## src/rtl/pattern_checker_10b8b.sv

```systemverilog
// Receive-side checker for the 8b10b link test pattern: hunts for the frame start, verifies
// every decoded byte against the fixed 268-byte frame, and keeps lock and error statistics.
module pattern_checker_10b8b #(
    parameter int unsigned LOCK_FRAMES = 2,
    parameter int unsigned UNLOCK_ERRS = 4
) (
    input  logic        CLK,
    input  logic        RESET_N,
    input  logic        DVALID,
    input  logic        KI,
    input  logic [7:0]  DATAIN,
    input  logic        CODE_ERR,
    input  logic        CLR,
    output logic        LOCKED,
    output logic        ERR_PULSE,
    output logic [15:0] ERR_COUNT,
    output logic [15:0] FRAME_COUNT,
    output logic [1:0]  STATE
);

    typedef enum logic [1:0] {
        StHunt   = 2'b00,
        StSync   = 2'b01,
        StLocked = 2'b10
    } state_e;

    localparam logic [8:0] LastPos    = 9'd267;
    localparam logic [3:0] LockFrames = 4'(LOCK_FRAMES);
    localparam logic [3:0] UnlockErrs = 4'(UNLOCK_ERRS);

    state_e      state_q, state_d;
    logic [8:0]  pos_q, pos_d;
    logic [3:0]  good_q, good_d;
    logic [3:0]  cons_q, cons_d;
    logic [15:0] err_count_q, err_count_d;
    logic [15:0] frame_count_q, frame_count_d;
    logic        err_pulse_q, err_pulse_d;
    logic        locked_q, locked_d;

    logic        exp_k;
    logic [7:0]  exp_d;
    logic        match;
    logic        sync_char;
    logic        last_pos;
    logic [8:0]  pos_inc;

    // Expected symbol at the current frame position
    always_comb begin
        exp_k = 1'b1;
        case (pos_q)
            9'd0:    exp_d = 8'h1C;
            9'd1:    exp_d = 8'h3C;
            9'd2:    exp_d = 8'h5C;
            9'd3:    exp_d = 8'h7C;
            9'd4:    exp_d = 8'h9C;
            9'd5:    exp_d = 8'hBC;
            9'd6:    exp_d = 8'hDC;
            9'd7:    exp_d = 8'hFC;
            9'd8:    exp_d = 8'hF7;
            9'd9:    exp_d = 8'hFB;
            9'd10:   exp_d = 8'hFD;
            9'd11:   exp_d = 8'hFE;
            default: begin
                exp_k = 1'b0;
                exp_d = pos_q[7:0] - 8'd12;
            end
        endcase
    end

    assign match     = DVALID && !CODE_ERR && (KI == exp_k) && (DATAIN == exp_d);
    assign sync_char = DVALID && KI && (DATAIN == 8'h1C);
    assign last_pos  = (pos_q == LastPos);
    assign pos_inc   = last_pos ? 9'd0 : pos_q + 9'd1;

    always_comb begin
        state_d       = state_q;
        pos_d         = pos_q;
        good_d        = good_q;
        cons_d        = cons_q;
        err_count_d   = err_count_q;
        frame_count_d = frame_count_q;
        err_pulse_d   = 1'b0;

        if (DVALID) begin
            case (state_q)
                StHunt: begin
                    if (sync_char) begin
                        pos_d   = 9'd1;
                        good_d  = 4'd0;
                        state_d = StSync;
                    end
                end
                StSync: begin
                    if (match) begin
                        pos_d = pos_inc;
                        if (last_pos) begin
                            good_d = good_q + 4'd1;
                            if (good_q + 4'd1 == LockFrames) begin
                                state_d = StLocked;
                                cons_d  = 4'd0;
                            end
                        end
                    end else if (sync_char) begin
                        // A stray frame start restarts alignment rather than dropping to hunt
                        pos_d  = 9'd1;
                        good_d = 4'd0;
                    end else begin
                        state_d = StHunt;
                        pos_d   = 9'd0;
                    end
                end
                StLocked: begin
                    pos_d = pos_inc;
                    if (last_pos) begin
                        frame_count_d = frame_count_q + 16'd1;
                    end
                    if (match) begin
                        cons_d = 4'd0;
                    end else begin
                        err_pulse_d = 1'b1;
                        cons_d      = cons_q + 4'd1;
                        if (err_count_q != 16'hFFFF) begin
                            err_count_d = err_count_q + 16'd1;
                        end
                        if (cons_q + 4'd1 == UnlockErrs) begin
                            state_d = StHunt;
                            pos_d   = 9'd0;
                            cons_d  = 4'd0;
                        end
                    end
                end
                default: state_d = StHunt;
            endcase
        end

        if (CLR) begin
            err_count_d   = 16'd0;
            frame_count_d = 16'd0;
        end
    end

    assign locked_d = (state_d == StLocked);

    always_ff @(posedge CLK or negedge RESET_N) begin
        if (!RESET_N) begin
            state_q       <= StHunt;
            pos_q         <= 9'd0;
            good_q        <= 4'd0;
            cons_q        <= 4'd0;
            err_count_q   <= 16'd0;
            frame_count_q <= 16'd0;
            err_pulse_q   <= 1'b0;
            locked_q      <= 1'b0;
        end else begin
            state_q       <= state_d;
            pos_q         <= pos_d;
            good_q        <= good_d;
            cons_q        <= cons_d;
            err_count_q   <= err_count_d;
            frame_count_q <= frame_count_d;
            err_pulse_q   <= err_pulse_d;
            locked_q      <= locked_d;
        end
    end

    assign LOCKED      = locked_q;
    assign ERR_PULSE   = err_pulse_q;
    assign ERR_COUNT   = err_count_q;
    assign FRAME_COUNT = frame_count_q;
    assign STATE       = state_q;

endmodule
```

## config.mk

```make
export PLATFORM = sky130hd
export DESIGN_NAME = pattern_checker_10b8b
export DESIGN_NICKNAME = d
export VERILOG_FILES = /design/src/rtl/pattern_checker_10b8b.sv
export SDC_FILE = /design/constraint.sdc
export NUM_CORES = 1
export LEC_CHECK = 0
export ABC_AREA = 0
export CAP_MARGIN = 40
export CELL_PAD_IN_SITES_DETAIL_PLACEMENT = 0
export CELL_PAD_IN_SITES_GLOBAL_PLACEMENT = 1
export CORE_MARGIN = 2
export CORE_UTILIZATION = 43
export DETAILED_ROUTE_END_ITERATION = 10
export PLACE_DENSITY = 0.79
export SLEW_MARGIN = 0
export SYNTH_ARGS = -nofsm -noshare
export SYNTH_HDL_FRONTEND = slang
export SYNTH_SLANG_ARGS = --single-unit
export TNS_END_PERCENT = 1
```

## constraint.sdc

```tcl
create_clock -name CLK -period 4.6 [get_ports CLK]
set_clock_uncertainty 0.2 [all_clocks]
set_input_delay 0.69 -clock CLK [delete_from_list [all_inputs] [get_ports CLK]]
set_output_delay 0.69 -clock CLK [all_outputs]
set_load 0.1 [all_outputs]
```

# Word level (Yosys, flattened, before mapping)
# Cells that the tools add are included.
# W data, S select, Z words.
[classes] add_sub_neg=6 mux=40 reduce_logical=21 eq_ne=27
[ops] operator="$mux W16" n=9
[ops] operator="$pmux W8 S12" n=1
[ops] operator="$mux W9" n=5
[ops] operator="$eq A9 B3 Y1 const B" n=4
[ops] operator="$eq A9 B4 Y1 const B" n=4
[ops] operator="$add A16 B1 Y16 const B" n=2
[ops] operator="$mux W4" n=8
[ops] operator="$pmux W9 S3" n=1
[ops] operator="$eq A9 B2 Y1 const B" n=2
[ops] operator="$mux W2" n=8
[ops] operator="$ne A16 B16 Y1 const B" n=1
[ops] operator="$pmux W4 S2" n=2
[ops] operator="$reduce_bool A2 Y1" n=6
[ops] operator="$reduce_or A12 Y1" n=1
[ops] operator="$ne A2 B2 Y1 const B" n=5
[ops] operator="$add A9 B1 Y9 const B" n=1
[ops] operator="$eq A9 B1 Y1 const B" n=1
[ops] operator="$eq A9 B9 Y1 const B" n=1
[ops] operator="$logic_not A9 Y1" n=1
[ops] operator="$reduce_and A3 Y1" n=3
[ops] operator="$add A4 B1 Y4 const B" n=2
[ops] operator="$eq A8 B5 Y1 const B" n=1
[ops] operator="$eq A8 B8 Y1" n=1
[ops] operator="$sub A8 B4 Y8 const B" n=1
[ops] operator="other kinds (14)" n=23
[totals] reg_bits=53 out_inout_bits=36 elab_cells=102 inputBits=14

# Longest topological paths before layout
[depth] ltp_word=10 ltp_mapped=13 mapped_depth_nobuf=11

# Worst setup path before layout
# OpenSTA, ideal clock, no wires.
[synth_path] path_kind="flip-flop to flip-flop" start="register pos_q[0]" end="register cons_q[0]" required_time_ns=4.336 synth_period_minus_slack_ns=3.623 setup_time_ns=0.064 n_path_buf=0 arrival_time_ns=3.359 path_stages_with_launch=12 setup_slack_ns=0.977 cell_sequence="dfrtp_1 -> inv_1 -> ha_1 -> nor4_4 -> nor4_4 -> or3_1 -> a32o_1 -> nor4b_4 -> nand3_2 -> o32a_4 -> nor4b_2 -> a21o_1"
[synth_via] elab_chain_cells=8 elab_cells_between_ends=26 classes_between="1 x add/sub; 16 x eq/ne; 4 x mux; 5 x reduce/logical"
[synth_lines] element="from (decl)" line_no="32" source="logic [8:0] pos_q, pos_d;"
[synth_lines] element="from (signal assigned)" line_no="156" source="pos_q <= pos_d;"
[synth_lines] element="parallel branches: the longest is 8 deep, another holds $sub A8 B4 Y8"
[synth_lines] element="to (signal assigned)" line_no="158" source="cons_q <= cons_d;"
[synth_lines] element="to (decl)" line_no="34" source="logic [3:0] cons_q, cons_d;"
# Parallel ways; which one is timed is not known.
# A chain may end at the register's enable or synchronous reset.

# Final worst setup path
[layout_path] start="register pos_q[0]" end="register err_count_q[7] (netlist: ERR_COUNT[7])"
[layout_via] elab_chain_cells=8 elab_cells_between_ends=22 classes_between="1 x add/sub; 14 x eq/ne; 2 x mux; 5 x reduce/logical"
[layout_lines] element="parallel branches: the longest is 5 deep, another holds $sub A8 B4 Y8"
[layout_lines] element="$logic_and A1 B1 Y1 *" line_no="70" source="assign match = DVALID && !CODE_ERR && (KI == exp_k) && (DATAIN == exp_d);"
[layout_lines] element="$ne A2 B2 Y1 (no line) *"
[layout_lines] element="$reduce_and A4 Y1 (no line) *"
[layout_lines] element="to (signal assigned)" line_no="159" source="err_count_q <= err_count_d;"
[layout_lines] element="to (decl)" line_no="35" source="logic [15:0] err_count_q, err_count_d;"
# Mark *: on every way between the ends.

==> results.py <==
metrics = {
    "critical_path": {
        "start_kind": "flop",
        "crit_buf_inv": 1,
        "crit_arrival_ps": 4270,
        "crit_chain": "inv_1 > ha_1 > nor4_4 > o21ai_2 > a221oi_1 > xnor2_1 > nor4_2 > a21oi_1 > and2_1 > nand4_1 > mux2_2",
        "cpMaxStageDelayCell": "nor4_4",
        "critical_path.endpoint_type": "flop",
        "startpoint": "pos_q[0]",
        "cpLargestDelayFamily": "simple AND/OR/NAND/NOR gates",
        "critical-path-max-stage-delay_ps": 590,
        "reg2reg_from": "pos_q[0]",
        "cp_data_required_time_ps": 4610,
        "path_max_fanout": 17,
        "worstSetupPathType": "reg -> reg",
    },
    "sta": {
        "finalSetupTns_ps": 0,
        "layout_min_cycle_time_ps": 4270,
        "finalHoldViolCount": 0,
        "hold-worst-slack_ps": 116,
        "setup_viol": 0,
        "fmax_ghz": 0.234,
        "worst_pin_slew_ps": 663,
        "period_share": 0.927,
        "rsz0062_at_grt": "no",
        "maxSlewViolCount": 0,
        "max-slew-margin-rel": 0.558,
    },
    "placement": {
        "dp.final_hpwl_mm": 6.97,
        "io_buffers": 49,
        "place_area_mm2": 0.00488,
        "gp_congestion": 0.825,
    },
    "clock_tree": {
        "cts_htree_levels": 2,
        "cts_tree": "yes",
        "worstSkewPairLatency_ps": 310,
        "clk_path_buf_depth": 2,
        "cts_resized": 0,
        "root_buffer": "clkbuf_8",
        "clk_pin_slew_ps": 100,
        "cts_setup_buffers": 0,
        "cts_buffers": 5,
        "numClockSinks": 53,
        "holdBufCountCts": 0,
    },
    "floorplan": {
        "start_util": 0.439,
        "die_area_mm2": 0.00959,
        "fp.dieH_um": 97.9,
        "ios": 50,
        "fp.dieW_um": 97.9,
        "rows": 34,
        "core_area_mm2": 0.00864,
    },
    "yosys": {
        "synth.area.top_cells": "dfrtp_1 35%, ha_1 5.9%, nor2_1 4.9%, xor2_1 3.7%, nand3_1 3.6%",
        "synth_edf_count": 0,
        "synth_fa_ha_area_frac": 0.0594,
        "syn_inst": 426,
        "synth_compound_area_frac": 0.164,
        "synth.most_common_cell": "dfrtp_1",
        "synthMuxAreaShare": 0.0287,
        "synth_common_cells": "53 x dfrtp_1, 50 x nor2_1, 32 x nand2_1",
        "synth_nets": 458,
        "synth_top_area_share": 0.350,
        "synthArstFlopShare": 1.00,
        "synth_cell_types": 73,
        "synth_area_mm2": 0.00379,
        "ys_seq_elements": 53,
        "yosys.area_share.simple": 0.279,
        "synth_ff_type": "dfrtp_1",
        "synth_seq_area_share": 0.350,
        "postSynthAreaPerCell_um2": 8.90,
        "synthXorXnorAreaFrac": 0.0600,
        "yosysWarningCount": 0,
        "synth_top_cell_by_area": "dfrtp_1",
        "synth_top_family_by_area": "simple AND/OR/NAND/NOR gates",
    },
    "power": {
        "ir_drop_mv": 0.168,
        "p_leak_nw": 2.10,
        "power.density_mw_per_mm2": 253,
    },
    "layout": {
        "fillers": 732,
        "antenna_cells": 0,
        "fin_nets": 532,
        "ff_latch_area_mm2": 0.00133,
        "syn_to_final_growth_pct": 31.7,
        "design_area_mm2": 0.00500,
        "drive_gt1_frac": 0.160,
        "multi_input_comb_area_mm2": 0.00224,
    },
    "grt": {
        "grt_max_degree": 42,
        "antenna_found_initial": 0,
        "grt.overflow.total": 0,
        "grt_pass1_vias": 3423,
        "grt_first_pass_wirelength_mm": 16.5,
        "grt_util_all_layers": 0.203,
    },
    "drt": {
        "dr.pass1.iters": 4,
        "ant_nets": 0,
        "vias_per_cell": 5.70,
        "drcViolationCount": 0,
        "wl_per_cell_um": 15.5,
        "num_vias": 3469,
        "drt_wl_total_mm": 9.41,
        "drt_iter0_markers": 175,
    },
    "min_path": {
        "hold_class": "in -> async",
    },
    "outcome": {
        "status": "completed",
    },
    "run": {
        "drv_cap": 0,
    },
}
## registers in the layout, summed over array words and instances (netlist names)
register	flops
ERR_COUNT	16
ERR_PULSE	1
FRAME_COUNT	16
LOCKED	1
STATE	2
cons_q	4
good_q	4
pos_q	9
## cell type report
| cell class | instances | share of cell area |
|---|---|---|
| clock buffers | 5 | 0.0138 |
| clock inverters | 3 | 0.00927 |
| inverters | 24 | 0.0180 |
| multi-input cells | 328 | 0.449 |
| flip-flops and latches | 53 | 0.265 |
| well taps | 108 | 0.0270 |
| repair buffers | 88 | 0.217 |
## kinds of logic after synthesis
logic type | count (synthesis)
and+or+nand+nor | 191
AOI/OAI and AO/OA | 83
DFF | 53
buffers and inverters | 45
xor gates and xnor gates | 26
adders and majority gates | 18
muxes | 10
## report_power, final
| part | switching [W] | internal [W] |
|---|---|---|
| combinational | 0.000211 | 0.000148 |
| clock | 0.000166 | 0.000163 |
| sequential | 0.0000803 | 0.000494 |
| total | 0.000457 | 0.000805 |
## routing by layer
metal / vias up / part of all wire / GRT usage
met3: 9 / 0.028 / 0.0251
li1: 1693 / - / -
met1: 1699 / 0.47 / 0.283
met5: - / 0 / 0
met4: 0 / 0.0095 / 0.0491
met2: 68 / 0.50 / 0.336
## final timing paths
kind | endpoint | slack, ps | depth (start not counted)
worst max-delay path | ERR_COUNT[7] | 330 | 11
worst min-delay path | good_q[3] | 120 | 1
worst max register to register | ERR_COUNT[7] | 330 | 11
worst min register to register | cons_q[3] | 340 | 1
max in group asynchronous | pos_q[0] | 3280 | 2
min in group CLK | cons_q[3] | 340 | 1
## through the flow
step                utilization  power (W)  std cells  setup WS [ps]
detailed placement        0.565   0.000937        601            390
floorplan                     -   0.000867        426            977
CTS                       0.579    0.00127        609            333
finish                    0.579    0.00126        609            334
global placement          0.498   0.000939        565            585
global route              0.579    0.00134        609           11.5
## placed cells by master (no fill, tap or decap), types with 4 or more instances in the layout
| cell | count |
|---|---|
| inv_1 | 24 |
| a31o_2 | 4 |
| a21oi_1 | 13 |
| clkdlybuf4s50_1 | 48 |
| or2_2 | 4 |
| o21ai_0 | 14 |
| a31oi_1 | 5 |
| xnor2_1 | 10 |
| nand4_1 | 14 |
| and2_1 | 4 |
| nor3_1 | 13 |
| nor2b_1 | 10 |
| and4_1 | 4 |
| nor2_1 | 50 |
| clkbuf_8 | 5 |
| mux2_2 | 7 |
| and3_1 | 11 |
| xor2_1 | 16 |
| dfrtp_1 | 53 |
| ha_1 | 18 |
| nand3_1 | 27 |
| nor4_1 | 4 |
| a21o_1 | 5 |
| buf_8 | 33 |
| nand2_1 | 32 |
No activity file was read; power rests on OpenSTA's default activity.
